--- src/rtl/aes_stream_pkg.sv ---
// Shared types and constants for the 32-bit AES streaming front-end.
// The FSM state enum and the block geometry live here.
package aes_stream_pkg;

    typedef enum logic [1:0] {
        C_IDLE = 2'd0,
        C_LD   = 2'd1,
        C_RUN  = 2'd2
    } cstate_t;

    localparam int WORDS        = 4;
    localparam int CORE_LATENCY = 11;
    localparam int CNT_W        = 3;

endpackage

--- src/rtl/aes_word_unpack.sv ---
// Holds one captured ciphertext block and drains it as 32-bit words, most
// significant word first, over a valid/ready stream.
module aes_word_unpack
    import aes_stream_pkg::*;
(
    input  logic         clk,
    input  logic         rst,
    input  logic         capture,
    input  logic [127:0] cap_data,
    output logic         out_valid,
    input  logic         out_ready,
    output logic [31:0]  out_data,
    output logic         empty_nxt
);

    logic [127:0]     out_buf;
    logic [CNT_W-1:0] out_cnt;
    logic             out_fire;

    assign out_fire  = out_valid && out_ready;
    assign out_valid = (out_cnt != '0);
    assign out_data  = out_buf[127:96];

    // Lets the launcher start the next block in the same cycle the last word leaves.
    assign empty_nxt = capture  ? 1'b0 :
                       out_fire ? (out_cnt == CNT_W'(1)) :
                                  (out_cnt == '0);

    always_ff @(posedge clk) begin
        if (!rst) begin
            out_buf <= '0;
            out_cnt <= '0;
        end else if (capture) begin
            out_buf <= cap_data;
            out_cnt <= CNT_W'(WORDS);
        end else if (out_fire) begin
            out_buf <= {out_buf[95:0], 32'h0};
            out_cnt <= out_cnt - CNT_W'(1);
        end
    end

endmodule

--- src/rtl/aes_cipher_stream.sv ---
// Streaming front-end for an iterative AES-128 core: packs four input words,
// launches the core, captures its ciphertext and hands it to the word unpacker.
// Streams use valid/ready: a word moves on a clock edge where both are high;
// the sender holds data stable while valid is high and ready is low.
module aes_cipher_stream
    import aes_stream_pkg::*;
#(
    parameter int DONE_TIMEOUT = 16
) (
    input  logic         clk,
    input  logic         rst,
    input  logic [127:0] key_in,
    input  logic         key_ld,
    input  logic         in_valid,
    output logic         in_ready,
    input  logic [31:0]  in_data,
    output logic         out_valid,
    input  logic         out_ready,
    output logic [31:0]  out_data,
    output logic         aes_ld,
    output logic [127:0] aes_key,
    output logic [127:0] aes_text_in,
    input  logic         aes_done,
    input  logic [127:0] aes_text_out,
    output logic         busy,
    output logic         err
);

    localparam int WDOG_W = $clog2(DONE_TIMEOUT) + 1;

    cstate_t           state, state_nxt;
    logic [CNT_W-1:0]  in_cnt, in_cnt_nxt;
    logic [127:0]      in_buf;
    logic [127:0]      key_r;
    logic [WDOG_W-1:0] wdog, wdog_nxt;
    logic              err_r, err_nxt;
    logic              capture;
    logic              in_fire;
    logic              out_empty_nxt;

    assign in_ready    = (in_cnt != CNT_W'(WORDS));
    assign in_fire     = in_valid && in_ready;
    assign aes_ld      = (state == C_LD);
    assign aes_key     = key_r;
    assign aes_text_in = in_buf;
    assign busy        = (state != C_IDLE);
    assign err         = err_r;

    // The core samples in_buf during C_LD, so the packer empties at the end of it.
    always_comb begin
        in_cnt_nxt = in_cnt;
        if (state == C_LD)
            in_cnt_nxt = '0;
        else if (in_fire)
            in_cnt_nxt = in_cnt + CNT_W'(1);
    end

    always_comb begin
        state_nxt = state;
        wdog_nxt  = wdog;
        err_nxt   = err_r;
        capture   = 1'b0;
        case (state)
            C_IDLE: begin
                // Look ahead one edge so aes_ld follows the fourth word directly.
                if (in_cnt_nxt == CNT_W'(WORDS) && out_empty_nxt)
                    state_nxt = C_LD;
            end
            C_LD: begin
                wdog_nxt  = '0;
                state_nxt = C_RUN;
            end
            C_RUN: begin
                if (aes_done) begin
                    capture   = 1'b1;
                    state_nxt = C_IDLE;
                end else if (wdog == WDOG_W'(DONE_TIMEOUT - 1)) begin
                    err_nxt   = 1'b1;
                    state_nxt = C_IDLE;
                end else begin
                    wdog_nxt = wdog + WDOG_W'(1);
                end
            end
            default: state_nxt = C_IDLE;
        endcase
    end

    always_ff @(posedge clk) begin
        if (!rst) begin
            state  <= C_IDLE;
            in_cnt <= '0;
            in_buf <= '0;
            key_r  <= '0;
            wdog   <= '0;
            err_r  <= 1'b0;
        end else begin
            state  <= state_nxt;
            in_cnt <= in_cnt_nxt;
            wdog   <= wdog_nxt;
            err_r  <= err_nxt;
            if (key_ld)
                key_r <= key_in;
            if (in_fire)
                in_buf <= {in_buf[95:0], in_data};
        end
    end

    aes_word_unpack u_unpack (
        .clk       (clk),
        .rst       (rst),
        .capture   (capture),
        .cap_data  (aes_text_out),
        .out_valid (out_valid),
        .out_ready (out_ready),
        .out_data  (out_data),
        .empty_nxt (out_empty_nxt)
    );

endmodule

--- config.mk ---
export PLATFORM = sky130hd
export DESIGN_NAME = aes_cipher_stream
export DESIGN_NICKNAME = d
export VERILOG_FILES = /design/src/rtl/aes_stream_pkg.sv /design/src/rtl/aes_word_unpack.sv /design/src/rtl/aes_cipher_stream.sv
export SDC_FILE = /design/constraint.sdc
export NUM_CORES = 1
export LEC_CHECK = 0
export CAP_MARGIN = 15
export CORE_MARGIN = 4
export CORE_UTILIZATION = 30
export CTS_BUF_LIST = sky130_fd_sc_hd__clkbuf_4 sky130_fd_sc_hd__clkbuf_8 sky130_fd_sc_hd__clkbuf_16
export DETAILED_ROUTE_END_ITERATION = 8
export PLACE_DENSITY = 0.59
export SYNTH_ARGS = -nofsm -noshare
export SYNTH_HDL_FRONTEND = slang
export SYNTH_SLANG_ARGS = --single-unit
--- constraint.sdc ---
create_clock -name clk -period 2 [get_ports clk]
set_input_delay 0.3 -clock clk [delete_from_list [all_inputs] [get_ports clk]]
set_output_delay 0.3 -clock clk [all_outputs]
set_load 0.005 [all_outputs]
Word level (Yosys, flattened, before mapping)
Cells that the tools add are included.
W data, S select, Z words.
- register bits after elaboration: 398
- input port bits: 294
- output and inout port bits: 293
- word-level logic and storage cells: 54
- add/sub/neg operators: 3
- equal/unequal tests: 10
- mux-type cells: 17
- bitwise gates (word level): 2
- reduce and logical (&&, ||, !) cells: 13
- operator list (kind ; number):
    $mux W128 ; 2
    $mux W3 ; 4
    $mux W5 ; 2
    $pmux W5 S2 ; 1
    $mux W2 ; 3
    $ne A2 B2 Y1 const B ; 3
    $ne A3 B3 Y1 const B ; 2
    $pmux W2 S3 ; 1
    $reduce_and A3 Y1 ; 2
    $reduce_bool A2 Y1 ; 3
    $add A5 B1 Y5 const B ; 1
    $eq A5 B4 Y1 const B ; 1
    $mux W1 ; 4
    $add A3 B1 Y3 const B ; 1
    $eq A3 B1 Y1 const B ; 1
    $eq A3 B3 Y1 const B ; 1
    $logic_and A1 B1 Y1 ; 3
    $logic_not A3 Y1 ; 1
    $reduce_bool A3 Y1 ; 1
    $sub A3 B1 Y3 const B ; 1
    $eq A2 B1 Y1 const B ; 1
    $eq A2 B2 Y1 const B ; 1
    $logic_not A2 Y1 ; 1
    $not A1 Y1 ; 2
    other kinds (2) ; 2

Longest topological paths before layout
- depth in word-level cells: 8
- gate-level depth with buffers: 9
- gate-level depth less buffers: 7

Modules after synthesis
Synthesis repeated with hierarchy kept, for this count alone.
- cell total of the unflattened synthesis: 1776
- area total of the unflattened synthesis: 15773.9 µm²
- by module, submodules not included (module ; instances ; cells an instance ; area each (µm²) ; seq. area each (µm²)):
    aes_cipher_stream ; 1 ; 1047 ; 10132.2 ; 5345.1
    aes_word_unpack ; 1 ; 729 ; 5641.7 ; 2622.5

Worst setup path after synthesis
No wires, ideal clock.
- kind: register -> register
- start: register wdog[0]
- end: register state[0]
- library setup time: 0.072 ns
- arrival: 1.727 ns
- data required time: 1.928 ns
- setup slack: 0.201 ns
- cell stages (with the launch flop): 8
- path buffers: 0
- period minus slack after synthesis: 1.799 ns
- cells stage by stage: dfxtp_1 > ha_1 > and3_1 > ha_1 > nor3b_1 > nor4_2 > a41oi_2 > mux2i_1
- cells in the longest elaborated chain, start to end: 3
- RTL lines (what ; line ; source):
    from (decl) ; aes_cipher_stream.sv:35 ; logic [WDOG_W-1:0] wdog, wdog_nxt;
    from (signal assigned) ; aes_cipher_stream.sv:99 ; wdog <= wdog_nxt;
    $eq A5 B4 Y1 ; aes_cipher_stream.sv:77 ; end else if (wdog == WDOG_W'(DONE_TIMEOUT - 1)) begin
    $ne A3 B3 Y1 (no source line) ; -- ;
    $reduce_and A2 Y1 (no source line) ; -- ;
    to (signal assigned) ; aes_cipher_stream.sv:97 ; state <= state_nxt;
    to (decl) ; aes_cipher_stream.sv:31 ; cstate_t state, state_nxt;
No other way between the ends.
A chain may end at the register's enable or synchronous reset.

Worst setup path after layout
- start: register state[0]
- end: output aes_ld
- cells in the longest elaborated chain, start to end: 1
- RTL lines (what ; line ; source):
    $eq A2 B1 Y1 ; aes_cipher_stream.sv:43 ; assign aes_ld = (state == C_LD);
    to (decl) ; aes_cipher_stream.sv:20 ; output logic aes_ld,
No other way between the ends.

==> results.toml <==
[run_status]
outcome = "completed"

[power_and_ir_drop]
power_frac_seq_pct = 41.1
leakage_nw = 8.649
pwr-share-comb_pct = 17.4
power_frac_clock_pct = 41.5
p_sw_share_pct = 26.48
power.internal_mw = 15.17
p_switching_mw = 5.465
peakVddDrop_v = 0.0007748
power_density_nw_per_um2 = 883.1

[worst_setup_path]
cp.required_ns = 1.70
path_class = "flip-flop to primary output"
reg2reg_depth = 7
crit_path_top_delay_cell = "dlygate4sd2_1"
cp_cell_sequence = "buf_4 > ha_2 > dlygate4sd2_1"
endpoint_kind = "primary output"
worstPathMaxFanout = 7
cpPeakStageDelay_ns = 0.37
crit_arrival_ns = 1.63
worst_setup_path_start_kind = "flip-flop"

[die]
rows = 82
die_height_um = 233.4
die_w_um = 233.4
core_area_um2 = 50170
die_area_um2 = 54490
initial_utilization_pct = 30.39
ioPinCount = 587

[layout]
multi_input_area_um2 = 6384
nets = 2602
drive_above_1_share_pct = 7.011
final_util_pct = 46.58
seq_area_um2 = 7973
syn2layout_area_growth_pct = 53.30
final_common_cell = "clkdlybuf4s50_1"
nFillCells = 4804
mostFrequentLayoutCells = "clkdlybuf4s50_1 (580), nand2_1 (487), dfxtp_1 (394), nor2_1 (235), a21oi_1 (163)"

[synthesis]
synth_area_leaders = "dfxtp_1 (52%), nand2_1 (12%), mux2i_1 (8.7%)"
ys_ff_latch = 398
synthArstFlopShare_pct = 0
ys.flop_type = "dfxtp_1"
syn_area_um2 = 15250
ys_warn_count = 0
ys_seq_area_share_pct = 52.26
synth_edf_count = 0
syn_nets = 2084
yosysTopAreaCell = "dfxtp_1"
synth_area_per_cell_um2 = 8.575
netlist_instances = 1778
synth_top_area_share_pct = 52.26
synth.distinct_cells = 40

[clocking]
clk_path_buf_depth = 3
htreeDepth = 2
clk-insertion-delay-late_ns = 0.56
path_clk_slew_ns = 0.06
clock_sinks = 398
cts_tree = "built"
cts_inserted_buffers = 45
cts_hold_buffers = 0
root_buffer = "clkbuf_16"

[worst_hold_path]
hp-class = "input pin to flip-flop"
hold_depth = 3

[drt]
drt-initial-drc-count = 856
wire_per_inst_um = 18.47
ant_nets = 0
via_count = 14090
drtPass1Iterations = 5
drt-vias-per-instance = 4.695
routed_wl_um = 55400
drc = 0

[global_route]
grt_util_all_layers_pct = 19.19
grt_max_degree = 63
grt_pass1_vias = 13930
grt_pass1_wl_um = 81870
overflow = 0
antenna_found_initial = 5

[timing]
maxSlewViolCount = 0
max_freq_ghz = 0.5183
fin_skew_ns = 0.01265
finalHoldViolCount = 0
slew_headroom_pct = 70.85
worst_pin_slew_ns = 0.4338
fin_crit_sh_pct = 96.47
layout_min_cycle_time_ns = 1.929
grt_setup_unrepaired = "no"
fin_setup_tns_ns = 0
finalSetupViolCount = 0

[run]
cap_violations = 0

[placed_design]
hpwlAfterDp_um = 41250
gp_congestion = 0.8480
io_buffer_count = 586
## synthesized netlist by cell type (2+ instances only)
library cell	n
buf_2	57
a311oi_1	86
a311oi_2	10
buf_1	6
buf_6	2
o21ai_0	3
nor2b_1	3
clkbuf_1	65
and2_1	2
nand2_1	490
mux2i_1	133
a31oi_1	2
nand3_1	33
a22oi_1	2
dfxtp_1	398
buf_4	41
inv_1	12
a21oi_1	163
nor2_1	235
nor3_1	3
a21boi_0	2
ha_1	12
## kinds of logic after synthesis
group,Yosys count,synth area share [%]
AOI/OAI and AO/OA,273,11.98
xor gates and xnor gates,1,0.05746
adders and majority gates,12,0.9848
buffers and inverters,185,6.204
DFF,398,52.26
muxes,133,8.732
and+or+nand+nor,776,19.78
## critical path, delay by kind of cell (launching register included)
| family | cells | cell delay (ns) |
|---|---|---|
| adder cells (fa/ha/maj) | 1 | 0.26 |
| flip-flops | 1 | 0.33 |
| buffers and inverters | 2 | 0.49 |
## stage by stage
step / hold slack [ns] / setup WS [ns] / std cells / power [mW] / cell area (um2)
after floorplan: 0.4177 / 0.2009 / 1778 / 10.44 / 15250
after global placement: 0.4442 / 0.06229 / 2920 / 12.20 / 21810
after detailed placement: 0.4489 / 0.04049 / 2920 / 12.25 / 21810
after CTS: 0.1836 / 0.003609 / 2997 / 20.90 / 23350
after global routing: 0.2096 / 0.008636 / 3000 / 21.59 / 23370
final: 0.2166 / 0.07063 / 3000 / 20.64 / 23370
## power groups by stage
stage          Combinational (mW)  Clock (mW)  Sequential, mW
2_1_floorplan                1.82           0            8.62
3_3_place_gp                 3.57           0            8.63
3_5_place_dp                 3.61           0            8.64
4_1_cts                      3.62        8.80            8.47
5_1_grt                      3.91        9.17            8.51
6_report                     3.60        8.56            8.48
## state kept, by name (all words and copies together), names as in the netlist
signal and flops:
u_unpack.out_buf 128, state 2, wdog 5, err 1
aes_text_in 128, aes_key 128, u_unpack.out_cnt 3, in_cnt 3
## layout make-up
cell class	instances	area share [%]
flip-flops and latches	398	34.11
well taps	672	3.598
diodes	3	0.03212
clock inverters	18	1.124
multi-input cells	1195	27.31
clock buffers	58	5.423
inverters	13	0.2409
repair buffers	643	28.15
## repair_timing
action | in CTS | in global routing
setup buffers | 1 | 0
endpoints found under the setup margin | 5 | 4
gates resized for setup | 13 | 4
## routing by layer
metal  part of all wire (%)  global-route usage [%]
met5                  0.023                       0
met2                     45                   30.17
met1                     42                   24.09
met4                    3.6                   7.742
met3                    9.5                   6.683
## final timing paths
path                    start               end  slack (ns)
max                  state[0]            aes_ld        0.07
min                    key_ld       aes_key[95]        0.22
max reg2reg           wdog[0]          state[0]        0.15
min reg2reg  aes_text_in[113]  aes_text_in[113]        0.46
Power figures use the tool's default switching activity.
